`src/rtl/pipe_ctrl_pkg.sv`:
```
// pipe_ctrl_pkg: shared types and encodings for the pipelined control unit.
//   ctrl_t / CTRL_W  - control bundle carried through EX/MEM/WB
//   CTRL_BUBBLE      - all-zero bundle (no side effects)
//   CTRL_TRAP        - bundle injected on trap entry (writes trap PC to $k0)
//   PC_*             - next-PC select encodings
//   OP_* / F_*       - opcode and R-type funct values of the supported ISA
//   RD_* / M2R_*     - reg_dst and mem_to_reg codes
//   ALU_*            - alu_op codes
package pipe_ctrl_pkg;

    typedef struct packed {
        logic       reg_write;
        logic [1:0] reg_dst;
        logic       mem_read;
        logic       mem_write;
        logic [1:0] mem_to_reg;
        logic       alu_src1;
        logic       alu_src2;
        logic       ext_op;
        logic       lu_op;
        logic       branch;
        logic [4:0] alu_op;
    } ctrl_t;

    localparam int CTRL_W = $bits(ctrl_t);

    typedef enum logic {
        ST_RUN   = 1'b0,
        ST_DRAIN = 1'b1
    } state_t;

    // reg_dst codes
    localparam logic [1:0] RD_RT = 2'd0;
    localparam logic [1:0] RD_RD = 2'd1;
    localparam logic [1:0] RD_RA = 2'd2;
    localparam logic [1:0] RD_K0 = 2'd3;

    // mem_to_reg codes
    localparam logic [1:0] M2R_ALU  = 2'd0;
    localparam logic [1:0] M2R_MEM  = 2'd1;
    localparam logic [1:0] M2R_PC4  = 2'd2;
    localparam logic [1:0] M2R_TRAP = 2'd3;

    // next-PC select
    localparam logic [2:0] PC_SEQ  = 3'b000;
    localparam logic [2:0] PC_JMP  = 3'b001;
    localparam logic [2:0] PC_JR   = 3'b010;
    localparam logic [2:0] PC_BR   = 3'b011;
    localparam logic [2:0] PC_HOLD = 3'b100;
    localparam logic [2:0] PC_UI   = 3'b101;
    localparam logic [2:0] PC_IRQ  = 3'b110;

    // opcodes
    localparam logic [5:0] OP_RTYPE  = 6'h00;
    localparam logic [5:0] OP_REGIMM = 6'h01;
    localparam logic [5:0] OP_J      = 6'h02;
    localparam logic [5:0] OP_JAL    = 6'h03;
    localparam logic [5:0] OP_BEQ    = 6'h04;
    localparam logic [5:0] OP_BNE    = 6'h05;
    localparam logic [5:0] OP_BLEZ   = 6'h06;
    localparam logic [5:0] OP_BGTZ   = 6'h07;
    localparam logic [5:0] OP_ADDI   = 6'h08;
    localparam logic [5:0] OP_ADDIU  = 6'h09;
    localparam logic [5:0] OP_SLTI   = 6'h0A;
    localparam logic [5:0] OP_SLTIU  = 6'h0B;
    localparam logic [5:0] OP_ANDI   = 6'h0C;
    localparam logic [5:0] OP_LUI    = 6'h0F;
    localparam logic [5:0] OP_LW     = 6'h23;
    localparam logic [5:0] OP_SW     = 6'h2B;

    // REGIMM rt selecting bgez
    localparam logic [4:0] RT_BGEZ = 5'b00001;

    // R-type funct
    localparam logic [5:0] F_SLL  = 6'h00;
    localparam logic [5:0] F_SRL  = 6'h02;
    localparam logic [5:0] F_SRA  = 6'h03;
    localparam logic [5:0] F_JR   = 6'h08;
    localparam logic [5:0] F_JALR = 6'h09;
    localparam logic [5:0] F_ADD  = 6'h20;
    localparam logic [5:0] F_ADDU = 6'h21;
    localparam logic [5:0] F_SUB  = 6'h22;
    localparam logic [5:0] F_SUBU = 6'h23;
    localparam logic [5:0] F_AND  = 6'h24;
    localparam logic [5:0] F_OR   = 6'h25;
    localparam logic [5:0] F_XOR  = 6'h26;
    localparam logic [5:0] F_NOR  = 6'h27;
    localparam logic [5:0] F_SLT  = 6'h2A;
    localparam logic [5:0] F_SLTU = 6'h2B;

    // alu_op codes
    localparam logic [4:0] ALU_ADD  = 5'd0;
    localparam logic [4:0] ALU_ADDU = 5'd1;
    localparam logic [4:0] ALU_SUB  = 5'd2;
    localparam logic [4:0] ALU_SUBU = 5'd3;
    localparam logic [4:0] ALU_AND  = 5'd4;
    localparam logic [4:0] ALU_OR   = 5'd5;
    localparam logic [4:0] ALU_XOR  = 5'd6;
    localparam logic [4:0] ALU_NOR  = 5'd7;
    localparam logic [4:0] ALU_SLT  = 5'd8;
    localparam logic [4:0] ALU_SLTU = 5'd9;
    localparam logic [4:0] ALU_SLL  = 5'd10;
    localparam logic [4:0] ALU_SRL  = 5'd11;
    localparam logic [4:0] ALU_SRA  = 5'd12;
    localparam logic [4:0] ALU_LUI  = 5'd13;
    localparam logic [4:0] ALU_BEQ  = 5'd14;
    localparam logic [4:0] ALU_BNE  = 5'd15;
    localparam logic [4:0] ALU_BLEZ = 5'd16;
    localparam logic [4:0] ALU_BGTZ = 5'd17;
    localparam logic [4:0] ALU_BGEZ = 5'd18;

    localparam ctrl_t CTRL_BUBBLE = '0;

    // reg_write, reg_dst=$k0, mem_to_reg=trap PC, everything else 0
    localparam ctrl_t CTRL_TRAP = '{1'b1, RD_K0, 1'b0, 1'b0, M2R_TRAP,
                                    1'b0, 1'b0, 1'b0, 1'b0, 1'b0, 5'd0};

endpackage

```
`src/rtl/pipe_ctrl_decode.sv`:
```
// pipe_ctrl_decode: purely combinational instruction decoder.
//   i_instr       in  32      instruction in ID
//   o_ctrl        out ctrl_t  decoded control bundle (bubble when undefined)
//   o_pc_src_dec  out 3       next-PC select implied by the instruction alone
//   o_undef       out 1       instruction is not part of the supported ISA
module pipe_ctrl_decode
    import pipe_ctrl_pkg::*;
(
    input  logic [31:0] i_instr,
    output ctrl_t       o_ctrl,
    output logic [2:0]  o_pc_src_dec,
    output logic        o_undef
);

    logic [5:0] w_op;
    logic [5:0] w_funct;
    logic [4:0] w_rt;
    logic       w_unused_bits;

    assign w_op    = i_instr[31:26];
    assign w_rt    = i_instr[20:16];
    assign w_funct = i_instr[5:0];
    // rs, rd, shamt and immediate are datapath concerns only
    assign w_unused_bits = ^{i_instr[25:21], i_instr[15:6]};

    always_comb begin
        o_ctrl       = CTRL_BUBBLE;
        o_pc_src_dec = PC_SEQ;
        o_undef      = 1'b0;
        case (w_op)
            OP_RTYPE: begin
                o_ctrl.reg_write = 1'b1;
                o_ctrl.reg_dst   = RD_RD;
                case (w_funct)
                    F_ADD:  o_ctrl.alu_op = ALU_ADD;
                    F_ADDU: o_ctrl.alu_op = ALU_ADDU;
                    F_SUB:  o_ctrl.alu_op = ALU_SUB;
                    F_SUBU: o_ctrl.alu_op = ALU_SUBU;
                    F_AND:  o_ctrl.alu_op = ALU_AND;
                    F_OR:   o_ctrl.alu_op = ALU_OR;
                    F_XOR:  o_ctrl.alu_op = ALU_XOR;
                    F_NOR:  o_ctrl.alu_op = ALU_NOR;
                    F_SLT:  o_ctrl.alu_op = ALU_SLT;
                    F_SLTU: o_ctrl.alu_op = ALU_SLTU;
                    // shifts take shamt as operand A
                    F_SLL: begin o_ctrl.alu_src1 = 1'b1; o_ctrl.alu_op = ALU_SLL; end
                    F_SRL: begin o_ctrl.alu_src1 = 1'b1; o_ctrl.alu_op = ALU_SRL; end
                    F_SRA: begin o_ctrl.alu_src1 = 1'b1; o_ctrl.alu_op = ALU_SRA; end
                    F_JR: begin
                        o_ctrl       = CTRL_BUBBLE;
                        o_pc_src_dec = PC_JR;
                    end
                    F_JALR: begin
                        o_ctrl.mem_to_reg = M2R_PC4;
                        o_pc_src_dec      = PC_JMP;
                    end
                    default: begin
                        o_ctrl  = CTRL_BUBBLE;
                        o_undef = 1'b1;
                    end
                endcase
            end
            OP_REGIMM: begin
                if (w_rt == RT_BGEZ) begin
                    o_ctrl.branch = 1'b1;
                    o_ctrl.ext_op = 1'b1;
                    o_ctrl.alu_op = ALU_BGEZ;
                    o_pc_src_dec  = PC_BR;
                end else begin
                    o_undef = 1'b1;
                end
            end
            OP_J: o_pc_src_dec = PC_JMP;
            OP_JAL: begin
                o_ctrl.reg_write  = 1'b1;
                o_ctrl.reg_dst    = RD_RA;
                o_ctrl.mem_to_reg = M2R_PC4;
                o_pc_src_dec      = PC_JMP;
            end
            OP_BEQ, OP_BNE, OP_BLEZ, OP_BGTZ: begin
                o_ctrl.branch = 1'b1;
                o_ctrl.ext_op = 1'b1;
                o_pc_src_dec  = PC_BR;
                case (w_op)
                    OP_BEQ:  o_ctrl.alu_op = ALU_BEQ;
                    OP_BNE:  o_ctrl.alu_op = ALU_BNE;
                    OP_BLEZ: o_ctrl.alu_op = ALU_BLEZ;
                    default: o_ctrl.alu_op = ALU_BGTZ;
                endcase
            end
            OP_ADDI, OP_ADDIU, OP_SLTI, OP_SLTIU: begin
                o_ctrl.reg_write = 1'b1;
                o_ctrl.alu_src2  = 1'b1;
                o_ctrl.ext_op    = 1'b1;
                case (w_op)
                    OP_ADDI:  o_ctrl.alu_op = ALU_ADD;
                    OP_ADDIU: o_ctrl.alu_op = ALU_ADDU;
                    OP_SLTI:  o_ctrl.alu_op = ALU_SLT;
                    default:  o_ctrl.alu_op = ALU_SLTU;
                endcase
            end
            OP_ANDI: begin
                o_ctrl.reg_write = 1'b1;
                o_ctrl.alu_src2  = 1'b1;
                o_ctrl.alu_op    = ALU_AND;
            end
            OP_LUI: begin
                o_ctrl.reg_write = 1'b1;
                o_ctrl.alu_src2  = 1'b1;
                o_ctrl.lu_op     = 1'b1;
                o_ctrl.alu_op    = ALU_LUI;
            end
            OP_LW: begin
                o_ctrl.reg_write  = 1'b1;
                o_ctrl.mem_read   = 1'b1;
                o_ctrl.mem_to_reg = M2R_MEM;
                o_ctrl.alu_src2   = 1'b1;
                o_ctrl.ext_op     = 1'b1;
                o_ctrl.alu_op     = ALU_ADD;
            end
            OP_SW: begin
                o_ctrl.mem_write = 1'b1;
                o_ctrl.alu_src2  = 1'b1;
                o_ctrl.ext_op    = 1'b1;
                o_ctrl.alu_op    = ALU_ADD;
            end
            default: o_undef = 1'b1;
        endcase
    end

endmodule

```
`src/rtl/pipe_ctrl.sv`:
```
// pipe_ctrl: pipelined control unit for the 5-stage MIPS core.
// Decodes the ID instruction, arbitrates branch flush / load-use stall /
// trap entry, and carries the control bundle through EX, MEM and WB.
// Optional feature macro: PIPE_CTRL_IRQ_EN (external interrupt traps,
// irq_ack, and interrupt masking while draining after a trap).
//   clk              in   1       core clock, rising edge
//   reset            in   1       asynchronous active-low reset
//   instr_id         in   32      instruction in ID
//   pc_kernel        in   1       PC[31] of the ID instruction (supervisor)
//   stall            in   1       load-use hazard request
//   branch_taken_ex  in   1       branch resolved taken in EX
//   irq / irq_mask   in   N_IRQ   level interrupt requests / enables
//   pc_src           out  3       next-PC select
//   flush_id         out  1       squash IF/ID
//   hold_id          out  1       hold PC and IF/ID
//   ui               out  1       undefined-instruction trap this cycle
//   irq_ack          out  N_IRQ   one-hot interrupt acknowledge
//   ex/mem/wb_ctrl   out  CTRL_W  registered stage bundles
module pipe_ctrl
    import pipe_ctrl_pkg::*;
#(
    parameter int N_IRQ        = 4,
    parameter int DRAIN_CYCLES = 3
) (
    input  logic              clk,
    input  logic              reset,
    input  logic [31:0]       instr_id,
    input  logic              pc_kernel,
    input  logic              stall,
    input  logic              branch_taken_ex,
    input  logic [N_IRQ-1:0]  irq,
    input  logic [N_IRQ-1:0]  irq_mask,
    output logic [2:0]        pc_src,
    output logic              flush_id,
    output logic              hold_id,
    output logic              ui,
    output logic [N_IRQ-1:0]  irq_ack,
    output logic [CTRL_W-1:0] ex_ctrl,
    output logic [CTRL_W-1:0] mem_ctrl,
    output logic [CTRL_W-1:0] wb_ctrl
);

    localparam logic [2:0] DRAIN_LOAD = 3'(DRAIN_CYCLES - 1);

    ctrl_t            w_dec_ctrl;
    logic [2:0]       w_dec_pc;
    logic             w_dec_undef;
    logic [N_IRQ-1:0] w_pend;
    logic [N_IRQ-1:0] w_irq_sel;
    ctrl_t            w_ex_next;
    state_t           w_state_nxt;
    logic [2:0]       w_cnt_nxt;

    state_t           r_state;
    logic [2:0]       r_cnt;
    ctrl_t            r_ex;
    ctrl_t            r_mem;
    ctrl_t            r_wb;

    pipe_ctrl_decode u_dec (
        .i_instr      (instr_id),
        .o_ctrl       (w_dec_ctrl),
        .o_pc_src_dec (w_dec_pc),
        .o_undef      (w_dec_undef)
    );

`ifdef PIPE_CTRL_IRQ_EN
    function automatic logic [N_IRQ-1:0] lowest_one(input logic [N_IRQ-1:0] v);
        lowest_one = '0;
        for (int i = N_IRQ - 1; i >= 0; i--) begin
            if (v[i]) begin
                lowest_one    = '0;
                lowest_one[i] = 1'b1;
            end
        end
    endfunction

    // Interrupts are eligible only in RUN, from user code, out of reset.
    assign w_pend    = (r_state == ST_RUN && !pc_kernel && reset) ? (irq & irq_mask) : '0;
    assign w_irq_sel = lowest_one(w_pend);
`else
    logic w_unused_irq;
    assign w_unused_irq = ^{irq, irq_mask};
    assign w_pend       = '0;
    assign w_irq_sel    = '0;
`endif

    always_comb begin
        pc_src      = w_dec_pc;
        flush_id    = 1'b0;
        hold_id     = 1'b0;
        ui          = 1'b0;
        irq_ack     = '0;
        w_ex_next   = w_dec_ctrl;
        w_state_nxt = r_state;
        w_cnt_nxt   = r_cnt;

        // Drain progress; a stall below freezes it, a new trap reloads it.
        if (r_state == ST_DRAIN) begin
            if (r_cnt == 3'd0) begin
                w_state_nxt = ST_RUN;
            end else begin
                w_cnt_nxt = r_cnt - 3'd1;
            end
        end

        if (branch_taken_ex) begin
            pc_src    = PC_BR;
            flush_id  = 1'b1;
            w_ex_next = CTRL_BUBBLE;
        end else if (stall) begin
            pc_src      = PC_HOLD;
            hold_id     = 1'b1;
            w_ex_next   = CTRL_BUBBLE;
            w_state_nxt = r_state;
            w_cnt_nxt   = r_cnt;
        end else if (w_dec_undef && !pc_kernel) begin
            pc_src      = PC_UI;
            flush_id    = 1'b1;
            ui          = 1'b1;
            w_ex_next   = CTRL_TRAP;
            w_state_nxt = ST_DRAIN;
            w_cnt_nxt   = DRAIN_LOAD;
        end else if (|w_pend) begin
            pc_src      = PC_IRQ;
            flush_id    = 1'b1;
            irq_ack     = w_irq_sel;
            w_ex_next   = CTRL_TRAP;
            w_state_nxt = ST_DRAIN;
            w_cnt_nxt   = DRAIN_LOAD;
        end else if (w_dec_undef) begin
            // supervisor code: undefined encodings execute as a nop
            pc_src    = PC_SEQ;
            w_ex_next = CTRL_BUBBLE;
        end
    end

    always_ff @(posedge clk or negedge reset) begin
        if (!reset) begin
            r_state <= ST_RUN;
            r_cnt   <= '0;
            r_ex    <= CTRL_BUBBLE;
            r_mem   <= CTRL_BUBBLE;
            r_wb    <= CTRL_BUBBLE;
        end else begin
            r_state <= w_state_nxt;
            r_cnt   <= w_cnt_nxt;
            r_ex    <= w_ex_next;
            r_mem   <= r_ex;
            r_wb    <= r_mem;
        end
    end

    assign ex_ctrl  = r_ex;
    assign mem_ctrl = r_mem;
    assign wb_ctrl  = r_wb;

endmodule

```
`config.mk`:
```
export PLATFORM = sky130hd
export DESIGN_NAME = pipe_ctrl
export DESIGN_NICKNAME = d
export VERILOG_FILES = /design/src/rtl/pipe_ctrl_pkg.sv /design/src/rtl/pipe_ctrl_decode.sv /design/src/rtl/pipe_ctrl.sv
export SDC_FILE = /design/constraint.sdc
export NUM_CORES = 1
export LEC_CHECK = 0
export CAP_MARGIN = 10
export CORE_UTILIZATION = 36
export DETAILED_ROUTE_END_ITERATION = 12
export GPL_TIMING_DRIVEN = 0
export PLACE_DENSITY = 0.88
export SLEW_MARGIN = 20
export SYNTH_ARGS = -nofsm -noshare
export SYNTH_HDL_FRONTEND = slang
export SYNTH_SLANG_ARGS = --single-unit
export TNS_END_PERCENT = 1
```
`constraint.sdc`:
```
create_clock -name clk -period 2.3 [get_ports clk]
set_input_delay 0.46 -clock clk [delete_from_list [all_inputs] [get_ports clk]]
set_output_delay 0.46 -clock clk [all_outputs]
set_load 0.03 [all_outputs]
```
# Yosys cells after proc, flatten, opt, wreduce, memory -nomap -nowiden
# Index checks and enable logic that the tools add are counted.
dict set report totals {
  register_bits 51
  in_bits 45
  elab_cells 116
}
dict set report op_classes {
  n_reduce_logical 14
  mux 39
  eq_ne 30
}
# cell n
set ops {}
lappend ops {{== test 6 bit, second input constant} 12}
lappend ops {{2-to-1 mux 17 bit} 4}
lappend ops {{== test 6 x 4 -> 1 bit, second input constant} 8}
lappend ops {{case mux 4 bit (12 select lines)} 1}
lappend ops {{case mux 5 bit (6 select lines)} 1}
lappend ops {{OR reduction 14 bit} 2}
lappend ops {{== test 6 x 2 -> 1 bit, second input constant} 4}
lappend ops {{== test 6 x 3 -> 1 bit, second input constant} 4}
lappend ops {{OR reduction 8 bit} 2}
lappend ops {{case mux 5 bit (3 select lines)} 1}
lappend ops {{OR reduction 15 bit} 1}
lappend ops {{2-to-1 mux 1 bit} 13}
lappend ops {{logical NOT 6 bit} 2}
lappend ops {{2-to-1 mux 3 bit} 4}
lappend ops {{case mux 3 bit (4 select lines)} 1}
lappend ops {{case mux 4 bit (3 select lines)} 1}
lappend ops {{case mux 1 bit (2 select lines)} 5}
lappend ops {{OR reduction 10 bit} 1}
lappend ops {{case mux 2 bit (2 select lines)} 2}
lappend ops {{OR reduction 4 bit} 2}
lappend ops {{== test 6 x 1 -> 1 bit, second input constant} 1}
lappend ops {{2-to-1 mux 6 bit} 1}
lappend ops {{case mux 2 bit (3 select lines)} 1}
lappend ops {{== test 5 x 1 -> 1 bit, second input constant} 1}
lappend ops {{other kinds (7)} 8}

# Longest topological paths before layout
dict set report depth {
  depth_word 8
  ltp_mapped 8
  mapped_depth_nobuf 5
}

# Modules after synthesis
# A second synthesis with hierarchy kept.
dict set report unflattened {
  cells_unflattened 189
  area_unflattened_um2 2118.3
}
# module instances cells_each seq_area_each_um2 area_each_um2
set by_module_without_submodules {}
lappend by_module_without_submodules {pipe_ctrl 1 94 1276.2 1537.7}
lappend by_module_without_submodules {pipe_ctrl_decode 1 95 0.0 580.6}

# Least setup slack after synthesis
# OpenSTA, ideal clock, no wires.
dict set report synth_path {
  path_type {input-to-output}
  start {in instr_id[30]}
  end {out flush_id}
  n_path_buf 2
  setup_slack_ns -0.599
  cell_stages 7
  t_arrival_ns 2.439
  cell_sequence {buf_6 > or4_1 > buf_2 > nor3_1 > o311a_1 > a211oi_2 > o31ai_1}
}
dict set report synth_between {
  elab_chain_cells 7
  elab_cells_between_ends 22
}
# element line
set synth_lines {}
lappend synth_lines {{from (decl)} pipe_ctrl.sv:27} ;# input logic [31:0] instr_id,
lappend synth_lines {{== test 6 x 2 -> 1 bit (tied with other cells)} pipe_ctrl_decode.sv:30} ;# case (w_op)
lappend synth_lines {{OR reduction 14 bit (no source line)} -}
lappend synth_lines {{case mux 1 bit (3 select lines) *} pipe_ctrl_decode.sv:30}
lappend synth_lines {{logical AND 1 bit *} pipe_ctrl.sv:117} ;# end else if (w_dec_undef && !pc_kernel) begin
lappend synth_lines {{2-to-1 mux 1 bit *} pipe_ctrl.sv:117}
lappend synth_lines {{2-to-1 mux 1 bit *} pipe_ctrl.sv:111} ;# end else if (stall) begin
lappend synth_lines {{2-to-1 mux 1 bit *} pipe_ctrl.sv:107} ;# if (branch_taken_ex) begin
lappend synth_lines {{to (decl)} pipe_ctrl.sv:34} ;# output logic flush_id,
# Mark *: on every way between the ends. The rest lies on a longest branch, timed or not.

# Worst setup path in the final report
dict set report layout_path {
  start {in instr_id[29]}
  end {out flush_id}
}
# Same word-level chain as after synthesis.

==> run_results.csv <==
group,metric,value,unit
logic_synthesis,ys.warnings.count,0,
logic_synthesis,synthCells,201,
timing,rsz0062_at_grt,"yes",
route,wirelength,5.27,mm
timing,final.setup_skew,0.00670,ns
finish,final_nets,347,
timing,maxSlewViolCount,0,
floorplanning,start_util,0.382,
logic_synthesis,synth_flop_cell,"dfrtp_1",
timing,slew_headroom,0.634,
hold_path,hold_class,"in2async",
floorplanning,fp.dieH,79.4,um
timing,period_share,1.09,
logic_synthesis,yosysTopAreaCell,"dfrtp_1",
global_route,grt_pass1_vias,1861,
route,vias,1941,
global_route,grt_usage,0.172,
logic_synthesis,yosysMostFrequentCell,"dfrtp_1",
power,ir_drop,353,uV
power,p_switching,0.447,mW
power,swShare,0.257,
finish,syn_to_final_growth,61.8,%
place,hpwl,3.73,mm
logic_synthesis,seq_area_frac_synth,0.592,
global_route,antenna_found_initial,0,
place,portBuffers,74,
power,p_leak,1.57,nW
power,clock_power_share,0.277,
cts,clk_latency,0.29,ns
critical_path,arrival,2.06,ns
timing,worstMarginPinSlew,0.549,ns
logic_synthesis,synth-compound-area-share,0.155,
cts,path_clk_slew,0.08,ns
timing,min_period,2.52,ns
global_route,grt_max_degree,28,
finish,diodes,0,
power,p_comb_frac,0.198,
timing,max_freq,0.397,GHz
global_route,grt_pass1_wl,8.38,mm
route,first_pass_iters,4,
logic_synthesis,yosys.area_share.adder,0,
route,post-route-drc-count,0,
timing,worst_slack,-0.218,ns
cts,htreeDepth,2,
flow_run,maxCapViolCount,0,
timing,final_hold_viol_count,0,
finish,finalNonFillerCells,374,
logic_synthesis,yosys.cell_types.count,50,
logic_synthesis,synthMuxAreaShare,0.00928,
cts,cts_tree,"yes",
finish,fill_cells,441,
timing,final-setup-viol-count,7,
power,internal_power,1.30,mW
place,dp.cells,351,
cts,root_buffer,"clkbuf_8",
global_route,top_usage_layer,"met2",
power,power_frac_seq,0.525,
cts,clk_path_buf_depth,2,
power,total_power,1.74,mW
logic_synthesis,async_flop_share,1.00,
global_route,grtUsageMet2,0.293,
critical_path,crit_fanout,4,
logic_synthesis,synthXorXnorAreaFrac,0.00406,
logic_synthesis,synth_area_per_cell,10.7,um^2
floorplanning,dieArea,6310,um^2
logic_synthesis,synth_top_family_by_area,"simple AND/OR/NAND/NOR gates",
power,powerDensity,499,nW/um^2
critical_path,cp.required,1.84,ns
outcome,violations,"negative setup slack",
route,vias_per_cell,5.19,
route,drt_iter0_drc,65,
route,wire_per_inst,14.1,um
finish,drive_above_1_share,0.295,
floorplanning,core_area,5640,um^2
critical_path,worstSetupPathType,"in2out",
floorplanning,std_cell_rows,27,
cts,cts_hold_buf,0,
floorplanning,die_w,79.4,um
logic_synthesis,ys_top_cells_by_area,"dfrtp_1 59%, nor2_1 3.7%, clkbuf_1 1.9%",
global_route,grt_overflow,0,
logic_synthesis,yosys.area_share.simple,0.187,
logic_synthesis,synth_edf_count,0,
logic_synthesis,syn_area,2160,um^2
critical_path,start_kind,"input port",
global_route,grt_util_met1,0.201,
place,place.gp.congestion,0.886,
logic_synthesis,ys_seq_elements,51,
timing,whs,0.149,ns
global_route,grt_use_met3,0.0343,
floorplanning,io_pins,106,
route,antenna_left,0,
cts,cts_buffers,5,
outcome,status,"complete, but fails checks",
logic_synthesis,synth_top_area_frac,0.592,
logic_synthesis,ys_top_cells_by_count,"51 x dfrtp_1, 21 x nor2_1, 11 x clkbuf_1",
cts,clock-sinks,51,
critical_path,setup.worst_path.end_class,"output pin",
[cell usage in the layout (no fill, tap or decap), drive strengths merged, types with 3 or more instances in the layout]
| cell type | instances |
|---|---|
| nand2b | 5 |
| nand2 | 10 |
| or2 | 4 |
| buf | 36 |
| a211oi | 4 |
| dlymetal6s2s | 5 |
| o22ai | 4 |
| and2 | 3 |
| nand3 | 6 |
| nor3 | 5 |
| or4 | 4 |
| o21ai | 8 |
| conb | 4 |
| dfrtp | 51 |
| nor4 | 3 |
| clkbuf | 19 |
| nor2 | 21 |
| or3 | 4 |
| a21oi | 7 |
| nor2b | 5 |
| clkdlybuf4s50 | 54 |
| a31oi | 6 |
| inv | 5 |
[power groups by stage]
| stage | logic (mW) | clock network, mW | registers, mW |
|---|---|---|---|
| after floorplan | 0.141 | 0 | 0.961 |
| after global placement | 0.286 | 0 | 0.932 |
| after detailed placement | 0.293 | 0 | 0.934 |
| after CTS | 0.322 | 0.504 | 0.916 |
| after global routing | 0.371 | 0.545 | 0.917 |
| final | 0.345 | 0.482 | 0.915 |
[metrics by stage]
step	worst slack [ns]	cell area, um^2	util	TNS, ns
2_1_floorplan	-0.221	2250	-	-0.923
3_3_place_gp	-1.46	3080	0.546	-39.15
3_5_place_dp	-1.54	3100	0.549	-15.05
4_1_cts	-0.394	3380	0.600	-1.63
5_1_grt	-0.263	3490	0.619	-1.21
6_report	-0.218	3490	0.619	-0.878
[final timing paths]
| kind | startpoint | end | slack, ns | cells past startpoint |
|---|---|---|---|---|
| worst max-delay path | instr_id[29] | flush_id | -0.22 | 8 |
| worst min-delay path | reset | wb_ctrl[8] | 0.15 | 1 |
| worst max register to register | mem_ctrl[15] | wb_ctrl[15] | 1.79 | 0 |
| worst min register to register | mem_ctrl[13] | wb_ctrl[13] | 0.37 | 0 |
| max in group asynchronous | reset | ex_ctrl[9] | 1.63 | 2 |
| min in group clk | mem_ctrl[13] | wb_ctrl[13] | 0.37 | 0 |
[cell families after synthesis]
family | Yosys count
other cells | 1
mux | 2
simple gates | 76
xor+xnor | 1
buf+inv | 23
compound gates | 47
flops | 51
[metal layers]
layer / share of wire / wire [um]
met4: 0.032 / 170
met3: 0.060 / 318
met5: 0 / 0
met2: 0.51 / 2670
met1: 0.40 / 2110
[worst max-delay path, cell delays in order]
cell	delay, ns
buf_6	0.09
or4_4	0.57
a211o_4	0.32
nand2_4	0.08
a211oi_4	0.06
buf_6	0.15
o31ai_4	0.17
buf_6	0.16
[sequential cells by signal, indices dropped and copies added (netlist names)]
| register | cells |
|---|---|
| mem_ctrl | 17 |
| wb_ctrl | 17 |
| ex_ctrl | 17 |
[what timing repair did]
| item | CTS | global route |
|---|---|---|
| setup buffers | 14 | 3 |
| endpoints found under the setup margin | 21 | 13 |
| gates resized for setup | 80 | 45 |
| pin swaps | 7 | 14 |
[final cells by class]
cell class,instances,area [um^2],area share
Inverter,5,18.8,0.00538
Timing Repair Buffer,92,895,0.256
Clock buffer,6,82.6,0.0237
Clock inverter,1,5.00,0.00143
Tap cell,72,90.1,0.0258
Buffer,17,148,0.0423
Multi-Input combinational cell,130,975,0.279
Sequential cell,51,1280,0.366
Power figures use the tool's default switching activity.
==> patch, RTL diff (same flow settings) <==
Set the parameter `N_IRQ` to 8 (it was 4).
--- a/src/rtl/pipe_ctrl.sv
+++ b/src/rtl/pipe_ctrl.sv
@@ -19,7 +19,7 @@
 module pipe_ctrl
     import pipe_ctrl_pkg::*;
 #(
-    parameter int N_IRQ        = 4,
+    parameter int N_IRQ        = 8,
     parameter int DRAIN_CYCLES = 3
 ) (
     input  logic              clk,
Ports: changed (resized irq, irq_ack and irq_mask); port bits go from 106 to 118. No check against the original RTL was run, so the function may have changed too.
==> patch against the unedited design <==
The run still ends with setup timing left. Area after synthesis up 1.4%. Wire length up 3.1%. Cell area up 0.75%. Power up 12%. Sequential cell count unchanged. Setup slack worse by 0.031 ns. Worst hold slack worse by 0.081 ns. Critical path type unchanged.
==> patch: results <==
metrics = {
    "global_route": {
        "grtUsageMet3": 0.03657,
        "first_global_vias": 1957,
        "grt_util_all_layers": 0.1815,
    },
    "final_layout": {
        "drive_gt1_frac": 0.2654,
        "utilization": 0.5974,
        "fill_cells": 486,
    },
    "synthesis": {
        "netlist_instances": 205,
        "yosysSeqAreaShare": 0.5835,
        "synthTopCellsByArea": "dfrtp_1, nor2_1, buf_4",
        "synth_compound_area_frac": 0.1527,
        "synth_xor_area_frac": 0.004005,
        "synthTopCellsByCount": "dfrtp_1, nor2_1, clkbuf_1",
    },
    "setup_path": {
        "r2r_end": "mem_ctrl[13]$_DFF_PN0_",
        "arrival_ns": 2.09,
    },
    "place": {
        "routabilityCongestion": 0.8369,
        "placed_area_sq_mm": 0.003147,
        "hpwl_mm": 3.958,
        "placedCellCount": 362,
        "dp_worst_setup_slack_ns": -1.524,
    },
    "pwr": {
        "leakage_nw": 1.576,
    },
    "status": {
        "violations": "setup timing",
        "outcome": "finished with violations",
    },
    "drt": {
        "wl_met1_mm": 2.127,
        "vias": 1933,
        "wl_met3_microns": 332,
        "wl_per_cell_microns": 14.14,
    },
    "sta": {
        "setup_viol": 5,
        "tns_ns": -0.9383,
        "finalWorstSetupSlack_ns": -0.2490,
    },
}
-- patch: kinds of logic (layout without fill, tap and decap cells) --
group / count (synthesis) / count (layout)
flops: 51 / 51
other cells: 1 / 8
simple gates: 76 / 76
xor+xnor: 1 / 1
buf+inv: 27 / 124
mux: 2 / 2
compound gates: 47 / 47
-- patch: what timing repair did --
item | CTS | global route
setup endpoints to repair | 21 | 13
pin swaps | 8 | 11
resized for setup | 80 | 25
setup buffers | 12 | 3
gates cloned | 0 | 0
-- patch: report_power, final --
| group | internal (mW) | total [mW] | switching, mW |
|---|---|---|---|
| logic | 0.149 | 0.350 | 0.201 |
| registers | 0.909 | 0.915 | 0.00588 |
| clock network | 0.434 | 0.691 | 0.257 |
-- patch: final cells by class --
class,instances,share of cell area
plain buffers,21,0.04875
clock buffers,6,0.02064
clock inverters,2,0.01708
inverters,5,0.005338
multi-input cells,134,0.2740
flip-flops and latches,51,0.3630
well taps,75,0.02669
repair buffers,90,0.2445
